`src/rtl/serial_adder_if.sv`:
```
// Handshake and data bundle for the bit-serial adder.
// The requester drives start and the operands; the adder returns the registered result.
interface serial_adder_if #(
    parameter int unsigned WIDTH = 16
);
    logic             start;
    logic [WIDTH-1:0] a;
    logic [WIDTH-1:0] b;
    logic             cin;
    logic [WIDTH-1:0] sum;
    logic             carry_out;
    logic             zero;
    logic             busy;
    logic             done;

    modport master (
        output start, a, b, cin,
        input  sum, carry_out, zero, busy, done
    );

    modport slave (
        input  start, a, b, cin,
        output sum, carry_out, zero, busy, done
    );
endinterface

```
`src/rtl/serial_adder.sv`:
```
// Bit-serial adder: one full-adder cell processes one bit per clock, LSB first,
// and carries between bits through a flip-flop. A WIDTH-bit add takes WIDTH cycles.
module serial_adder #(
    parameter int unsigned WIDTH = 16
) (
    input logic         clk,
    input logic         reset,
    serial_adder_if.slave bus
);
    localparam int unsigned CntW = $clog2(WIDTH);

    typedef enum logic {StIdle, StAdd} state_t;

    state_t           state_q;
    logic [CntW-1:0]  cnt_q;
    logic [WIDTH-1:0] a_sh_q;
    logic [WIDTH-1:0] b_sh_q;
    logic [WIDTH-1:0] res_sh_q;
    logic             c_q;

    logic [WIDTH-1:0] sum_q;
    logic             carry_out_q;
    logic             zero_q;
    logic             busy_q;
    logic             done_q;

    logic             s_bit;
    logic             c_nxt;
    logic [WIDTH-1:0] res_nxt;

    // Full-adder cell on the current LSBs plus the result shifted to include this bit.
    always_comb begin
        s_bit   = a_sh_q[0] ^ b_sh_q[0] ^ c_q;
        c_nxt   = (a_sh_q[0] & b_sh_q[0]) | (a_sh_q[0] & c_q) | (b_sh_q[0] & c_q);
        res_nxt = {s_bit, res_sh_q[WIDTH-1:1]};
    end

    // Control FSM and datapath; result registers only move on the final bit.
    always_ff @(posedge clk) begin
        if (reset) begin
            state_q     <= StIdle;
            cnt_q       <= '0;
            a_sh_q      <= '0;
            b_sh_q      <= '0;
            res_sh_q    <= '0;
            c_q         <= 1'b0;
            sum_q       <= '0;
            carry_out_q <= 1'b0;
            zero_q      <= 1'b0;
            busy_q      <= 1'b0;
            done_q      <= 1'b0;
        end else begin
            done_q <= 1'b0;
            case (state_q)
                StIdle: begin
                    if (bus.start) begin
                        a_sh_q   <= bus.a;
                        b_sh_q   <= bus.b;
                        c_q      <= bus.cin;
                        cnt_q    <= '0;
                        res_sh_q <= '0;
                        busy_q   <= 1'b1;
                        state_q  <= StAdd;
                    end
                end
                StAdd: begin
                    a_sh_q   <= a_sh_q >> 1;
                    b_sh_q   <= b_sh_q >> 1;
                    c_q      <= c_nxt;
                    res_sh_q <= res_nxt;
                    cnt_q    <= cnt_q + CntW'(1);
                    if (cnt_q == CntW'(WIDTH - 1)) begin
                        sum_q       <= res_nxt;
                        carry_out_q <= c_nxt;
                        zero_q      <= (res_nxt == '0);
                        done_q      <= 1'b1;
                        busy_q      <= 1'b0;
                        state_q     <= StIdle;
                    end
                end
                default: state_q <= StIdle;
            endcase
        end
    end

    assign bus.sum       = sum_q;
    assign bus.carry_out = carry_out_q;
    assign bus.zero      = zero_q;
    assign bus.busy      = busy_q;
    assign bus.done      = done_q;
endmodule

```
`src/flat_wrapper.sv`:
```
// flat-port wrapper written by rule: the top's interface ports become plain ports
module serial_adder_flat 
#(
    parameter int unsigned WIDTH = 16
)
  (clk, reset, bus_start, bus_a, bus_b, bus_cin, bus_sum, bus_carry_out, bus_zero, bus_busy, bus_done);
  serial_adder_if #(.WIDTH(WIDTH)) bus_i ();
  input logic clk;
  input logic reset;
  input wire logic [$bits(bus_i.start)-1:0] bus_start;
  input wire logic [$bits(bus_i.a)-1:0] bus_a;
  input wire logic [$bits(bus_i.b)-1:0] bus_b;
  input wire logic [$bits(bus_i.cin)-1:0] bus_cin;
  output wire logic [$bits(bus_i.sum)-1:0] bus_sum;
  output wire logic [$bits(bus_i.carry_out)-1:0] bus_carry_out;
  output wire logic [$bits(bus_i.zero)-1:0] bus_zero;
  output wire logic [$bits(bus_i.busy)-1:0] bus_busy;
  output wire logic [$bits(bus_i.done)-1:0] bus_done;
  assign bus_i.start = bus_start;
  assign bus_i.a = bus_a;
  assign bus_i.b = bus_b;
  assign bus_i.cin = bus_cin;
  assign bus_sum = bus_i.sum;
  assign bus_carry_out = bus_i.carry_out;
  assign bus_zero = bus_i.zero;
  assign bus_busy = bus_i.busy;
  assign bus_done = bus_i.done;
  serial_adder #(.WIDTH(WIDTH)) u_core (.clk(clk), .reset(reset), .bus(bus_i));
endmodule
```
`config.mk`:
```
export PLATFORM = sky130hd
export DESIGN_NAME = serial_adder_flat
export DESIGN_NICKNAME = d
export VERILOG_FILES = /design/src/rtl/serial_adder_if.sv /design/src/rtl/serial_adder.sv /design/src/flat_wrapper.sv
export SDC_FILE = /design/constraint.sdc
export NUM_CORES = 1
export LEC_CHECK = 0
export CAP_MARGIN = 20
export CORE_ASPECT_RATIO = 0.7
export CORE_MARGIN = 2
export CORE_UTILIZATION = 55
export DETAILED_ROUTE_END_ITERATION = 6
export GPL_TIMING_DRIVEN = 1
export HOLD_SLACK_MARGIN = 0.05
export PLACE_DENSITY = 0.84
export SYNTH_ARGS = -nofsm -noshare
export SYNTH_HDL_FRONTEND = slang
export SYNTH_SLANG_ARGS = --single-unit
```
`constraint.sdc`:
```
create_clock -name clk -period 2.41 [get_ports clk]
set_input_delay 0.482 -clock clk [delete_from_list [all_inputs] [get_ports clk]]
set_output_delay 0.482 -clock clk [all_outputs]
set_load 0.02 [all_outputs]
```
==> results of run 1 <==
## cell type report
class,count,area (sq um),share of cell area (%)
Multi-Input combinational cell,188,1410,37.8
Sequential cell,73,1460,39.3
Clock buffer,13,149,4.00
Timing Repair Buffer,59,571,15.3
Inverter,1,3.75,0.101
Clock inverter,3,40.0,1.07
Tap cell,72,90.1,2.42
## stage by stage
stage,power (W),utilization (%)
finish,0.00245,70.9
global route,0.00257,70.9
CTS,0.00248,70.9
detailed placement,0.00156,67.3
global placement,0.00155,67.3
floorplan,0.00148,-
## kinds of logic after synthesis
group / share of synthesized area (%)
AOI/OAI and AO/OA: 9.35
muxes: 23.0
adders and majority gates: 1.09
buffers and inverters: 4.21
DFF: 48.7
and+or+nand+nor: 13.6
## worst register-to-register path, cell delays in order, from the launching register on
cell and delay (ps):
dfxtp_1 390, ha_1 230, nand4_2 170, nor2_2 570, a22o_1 230
## worst paths after layout
kind	cells past startpoint	startpoint	to	slack [ps]
setup / recovery	1	u_core.bus.sum[15]	bus_sum[15]	640
hold / removal	1	u_core.bus.busy	u_core.bus.busy	470
setup reg to reg	4	u_core.cnt_q[0]	u_core.bus.sum[12]	760
hold reg to reg	1	u_core.bus.busy	u_core.bus.busy	470
## state kept, by name (all words and copies together) (netlist names), 4 cells and up
register,flops
u_core.bus.sum,16
u_core.a_sh_q,16
u_core.res_sh_q,15
u_core.b_sh_q,16
u_core.cnt_q,4
## placed cells by master (no fill, tap or decap), types with 4 or more instances in the layout
cell / count
clkdlybuf4s50_1: 53
nor2_1: 49
buf_4: 4
clkbuf_8: 10
a22o_1: 17
a21oi_1: 19
nor3b_1: 16
mux2i_1: 34
mux2_2: 31
dfxtp_1: 72
nor4_1: 4
## power by group through the flow
stage / clock network, W / logic [W] / registers (W)
final: 0.000917 / 0.000262 / 0.00127
after global routing: 0.00100 / 0.000288 / 0.00128
after CTS: 0.000943 / 0.000263 / 0.00127
after detailed placement: 0 / 0.000261 / 0.00130
after global placement: 0 / 0.000256 / 0.00130
after floorplan: 0 / 0.000183 / 0.00129
## cells in the mapped netlist (all sizes together)
cell,number
dfxtp,73
nor2,50
mux2i,34
mux2,31
a21oi,19
a22o,17
nor3b,16
buf,15
clkbuf,8
nor4,4
nor2b,3
nor3,3
nand4,2
a211oi,1
a41oi,1
fa,1
ha,1
inv,1
nand3,1
nand3b,1
o21a,1
o21ai,1
o31ai,1
## metal layers
metal	GRT usage [%]	wire [microns]	share of wire (%)	vias up
li1	-	-	-	1102
met5	0	0	0	-
met1	25.6	2610	48	963
met4	7.84	53	0.98	0
met3	6.61	290	5.3	7
met2	31.3	2480	46	54
==> metrics.md, run 1 <==
| Metric | Value |
|---|---|
| Status | `complete, no violations` |
| Int Power | `between 0.0015 and 0.002 W` |
| Post-synth top area cell | `dfxtp_1` |
| Cts repair resizes | `0` |
| Root Buffer | `clkbuf_8` |
| Nets@finish | `370` |
| Number of antenna diodes | `0` |
| Worst Hold Class | `register to register` |
| CORE AREA | `approximately 5300 sq um` |
| Post-Layout Cell Count | `around 410` |
| PortBufs | `55` |
| WL final | `~5400 microns` |
| CTS clk-pin slew, worst paths | `roughly 70 ps` |
| Endpoints failing hold | `0` |
| Routed length per instance | `approximately 13 microns` |
| Initial antenna violation count | `0` |
| Worst slack, placed | `724 ps` |
| Slew Limit Fails | `0` |
| WP data arrival | `1290 ps` |
| Layout area overhead | `24.3%` |
| Global Route Usage Sum | `19.9%` |
| RSZ-0062 raised after global routing | `false` |
| Slowest stage cell on the critical path | `clkdlybuf4s50_1` |
| GRT overflow | `0` |
| Synth Warn # | `0` |
| Post-route setup slack | `637 ps` |
| Clock share of power | `a little under two fifths` |
| Hold-fix buffers, CTS | `0` |
| Crit-path cells | `clkdlybuf4s50_1` |
| Starting Density | `a little under three fifths` |
| Pre-Repair DR Iteration Count | `4` |
| CTS tree | `built` |
| MaxCap Viol Count | `0` |
| Die H | `about 66 microns` |
| Synth unique cells | `28` |
| Max-Slew Margin vs Limit | `between 40% and 50%` |
| Min Tclk post-route | `1770 ps` |
| Fmax | `between 500 and 600 MHz` |
| Seq cells post-synth | `73` |
| Filler instances | `400` |
| Antenna Violating Nets Remaining | `0` |
| Sw frac | `between 20% and 30%` |
| Clock skew | `6.82 ps` |
| Worst Setup End Kind | `primary output` |
| Placed insts | `393` |
| # H-tree levels | `3` |
| Site Rows | `22` |
| Die width | `92.2 microns` |
| Finished Cell Area | `between 3000 and 4000 sq um` |
| DP Area | `around 3500 sq um` |
| Sequential area share after synthesis | `roughly half` |
| Setup TNS | `0 ps` |
| Post-DP HPWL | `roughly 3500 microns` |
| Critical path peak fanout | `2` |
| Leakage power | `around 1.5 nW` |
| Die Area | `6070 sq um` |
| Clock buffer depth | `2` |
| DRT iter0 DRCs | `slightly above 60` |
| CP Buf/Inv Count | `1` |
| Switching pwr | `approximately 0.00055 W` |
| Largest cells by area after synthesis | `dfxtp_1 49%, mux2_2 12%, mux2i_1 11%` |
| Vias in the first global route | `about 2,000` |
| Max incr delay on CP | `about 600 ps` |
| PD cells | `approximately 660 nW/um^2` |
| Data required, critical path | `between 1500 and 2000 ps` |
| Clk sinks | `73` |
| Endpoints failing setup | `0` |
| Net Count, Synth | `323` |
| Hold_ws | `between 400 and 500 ps` |
| WS Path Type | `register to primary output` |
| Post-Synthesis Cells | `285` |
| Final Cycle Share | `roughly three quarters` |
| Slew @ Worst Pin | `857 ps` |
| Peak VDD IR | `between 0.3 and 0.4 mV` |
| Logic gate share of total power | `10.7%` |
| Top-area cell type share of the netlist area | `48.7%` |
| GP Congestion | `between 0.7 and 0.8` |
| Pin count of the biggest net entering global routing | `74` |
| Worst setup SP type | `register` |
| Crit path max-delay family | `buffers and inverters` |
| # DRC | `0` |
| Mapped Area | `3000 sq um` |
| Avg Cell Area, Syn | `roughly 11 sq um` |
| Postcts setup bufs | `0` |
| I/O pins | `56` |
| Layout cells sized above 1 | `approximately 16%` |
| First-pass GRT wire length | `around 9300 microns` |
| Routed vias | `~2,100` |
| Latest clock arrival within the worst-skew pair | `340 ps` |
| Vias per Instance | `between 5 and 6` |
| Seq pwr share | `~52%` |
| Cts bufs inserted | `9` |
Power figures use the tool's default switching activity.
==> run 2: changes to the inputs <==
CORE_UTILIZATION = 46   (was 55)
PLACE_DENSITY = 0.75   (was 0.84)
clock period = 1.5 ns   (was 2.41 ns; I/O delays follow)
==> metrics.md, run 2 (synthesis results as in run 1) <==
| Metric | Value |
|---|---|
| WHS Path Cells | `2 (was 1)` |
| Hold Startpoint | `reset (was u_core.bus.busy)` |
| # DRC | `0 (unchanged)` |
| PortBufs | `55 (unchanged)` |
| Most frequent cells in the layout | `69 x dfxtp_1, 49 x nor2_1, 34 x mux2i_1, 33 x clkdlybuf4s50_1, 31 x mux2_2 (was 72 x dfxtp_1, 53 x clkdlybuf4s50_1, 49 x nor2_1, 34 x mux2i_1, 31 x mux2_2)` |
| Post-DP HPWL | `3950 microns (was 3540 microns)` |
| Multi-input logic area | `1430 sq um (was 1410 sq um)` |
| Site Rows | `24 (was 22)` |
| Clock buffer depth | `2 (unchanged)` |
| Die Area | `7190 sq um (was 6070 sq um)` |
| Final core utilization | `60.6% (was 70.9%)` |
| Most common cell after layout, fill and taps aside | `dfxtp_1 (unchanged)` |
| Layout cells sized above 1 | `19.4% (was 16.0%)` |
| Layout area overhead | `26.8% (was 24.3%)` |
| Clk sinks | `73 (unchanged)` |
| Final Cycle Share | `93.6%` |
| Slew Limit Fails | `0 (unchanged)` |
| Worst Hold Class | `input pin to register (was register to register)` |
| Setup TNS | `0 ps (unchanged)` |
| Nets@finish | `378 (was 370)` |
| WL final | `5780 microns (was 5430 microns)` |
| Peak VDD IR | `0.547 mV (was 0.346 mV)` |
| Slowest stage cell on the critical path | `dfxtp_1 (was clkdlybuf4s50_1)` |
| Clock skew | `9.87 ps (was 6.82 ps)` |
| # H-tree levels | `3 (unchanged)` |
| Worst slack, placed | `51.5 ps (was 724 ps)` |
| CTS tree | `built (unchanged)` |
| Number of antenna diodes | `0 (unchanged)` |
| CTS clk-pin slew, worst paths | `70 ps (about the same)` |
| WS Path Type | `register to register (was register to primary output)` |
| Placed insts | `407 (was 393)` |
| Hold_ws | `328 ps (was 472 ps)` |
| Routed vias | `2,205 (was 2,126)` |
| CORE AREA | `6280 sq um (was 5260 sq um)` |
| Die width | `100 microns (was 92.2 microns)` |
| Status | `complete, no violations (unchanged)` |
| Crit-path cells | `ha_1 > nand4_2 > nor2b_4 > buf_4 > a22o_1 (was clkdlybuf4s50_1)` |
| PD cells | `1040 nW/um^2 (was 658 nW/um^2)` |
| Worst setup SP type | `register (unchanged)` |
| Latest clock arrival within the worst-skew pair | `340 ps (about the same)` |
| Initial antenna violation count | `0 (unchanged)` |
| Starting Density | `47.8% (was 57.0%)` |
| GP Congestion | `0.773 (was 0.721)` |
| Min Tclk post-route | `around 1400 ps` |
| Root Buffer | `clkbuf_8 (unchanged)` |
| Global Route Usage Sum | `17.3% (was 19.9%)` |
| WP data arrival | `1640 ps (was 1290 ps)` |
| Slew @ Worst Pin | `390 ps (was 857 ps)` |
| Routed length per instance | `13.7 microns (was 13.3 microns)` |
| GRT overflow | `0 (unchanged)` |
| Filler instances | `540 (was 400)` |
| I/O pins | `56 (unchanged)` |
| RR Startpoint | `u_core.cnt_q[0] (unchanged)` |
| Cts bufs inserted | `9 (unchanged)` |
| Pre-Repair DR Iteration Count | `4 (unchanged)` |
| Leakage power | `1.60 nW (was 1.45 nW)` |
| Worst Setup End Kind | `register (was primary output)` |
| Post-route setup slack | `95.7 ps (was 637 ps)` |
| Vias per Instance | `5.21 (was 5.20)` |
| Antenna Violating Nets Remaining | `0 (unchanged)` |
| First-pass GRT wire length | `9670 microns (was 9290 microns)` |
| Fmax | `roughly 710 MHz` |
| DRT iter0 DRCs | `59 (was 62)` |
| Vias in the first global route | `2,107 (was 2,001)` |
| Max incr delay on CP | `390 ps (was 610 ps)` |
| Endpoints failing setup | `0 (unchanged)` |
| Die H | `71.5 microns (was 65.8 microns)` |
| Post-Layout Cell Count | `423 (was 409)` |
| Reg area | `1470 sq um (was 1460 sq um)` |
| Data required, critical path | `1740 ps (was 1930 ps)` |
| CP Launch Point | `u_core.cnt_q[0] (was u_core.bus.sum[15])` |
| Pin count of the biggest net entering global routing | `41 (was 74)` |
| FF-to-FF path depth | `5 (was 4)` |
| Max-Slew Margin vs Limit | `73.8% (was 42.9%)` |
| MaxCap Viol Count | `0 (unchanged)` |
| Endpoints failing hold | `0 (unchanged)` |
| Critical path peak fanout | `12 (was 2)` |
| RSZ-0062 raised after global routing | `false (unchanged)` |
## run 2: through the flow
step	power (W)	area [sq um]
after CTS	0.00401	3780
after floorplan	0.00237	3000
after global routing	0.00414	3800
final	0.00396	3800
after detailed placement	0.00252	3620
after global placement	0.00251	3620
## run 2: final timing paths
path,end,slack [ps]
setup reg to reg,u_core.bus.sum[9],100
setup / recovery,u_core.bus.sum[9],100
hold / removal,u_core.res_sh_q[4],330
hold reg to reg,u_core.bus.sum[14],470
## run 2: area by class of cell
cell class / count / share of cell area [%]
Clock buffer: 13 / 3.92
Clock inverter: 3 / 1.05
Inverter: 1 / 0.0987
Multi-Input combinational cell: 188 / 37.5
Sequential cell: 73 / 38.6
Tap cell: 78 / 2.57
Timing Repair Buffer: 67 / 16.3
## run 2: what timing repair did
item	4_1_cts	5_1_grt
pin swaps	0	1
hold buffers	0	0
endpoints found under the setup margin	20	1
buffers inserted	0	0
resized for setup	20	6
## run 2: critical path, delay by kind of cell (launching register included)
kind,cells,cell delay (ps)
AOI/OAI and AO/OA,1,230
DFF,1,390
and+or+nand+nor,2,270
adders and majority gates,1,230
buffers and inverters,1,180
## run 2: power breakdown
part | switching, W | internal, W
Clock | 0.000669 | 0.000810
Combinational | 0.000190 | 0.000249
Sequential | 0.0000401 | 0.00201
## run 2: per-layer routing
metal  up-vias  global-route usage [%]  share of wire, %  routed length (microns)
li1       1116                       -                 -                        -
met1      1027                    22.2                49                     2840
met2        56                    26.2                43                     2480
met3         6                    7.32               6.8                      394
met4         0                    6.54               1.0                       58
met5         -                       0                 0                        0
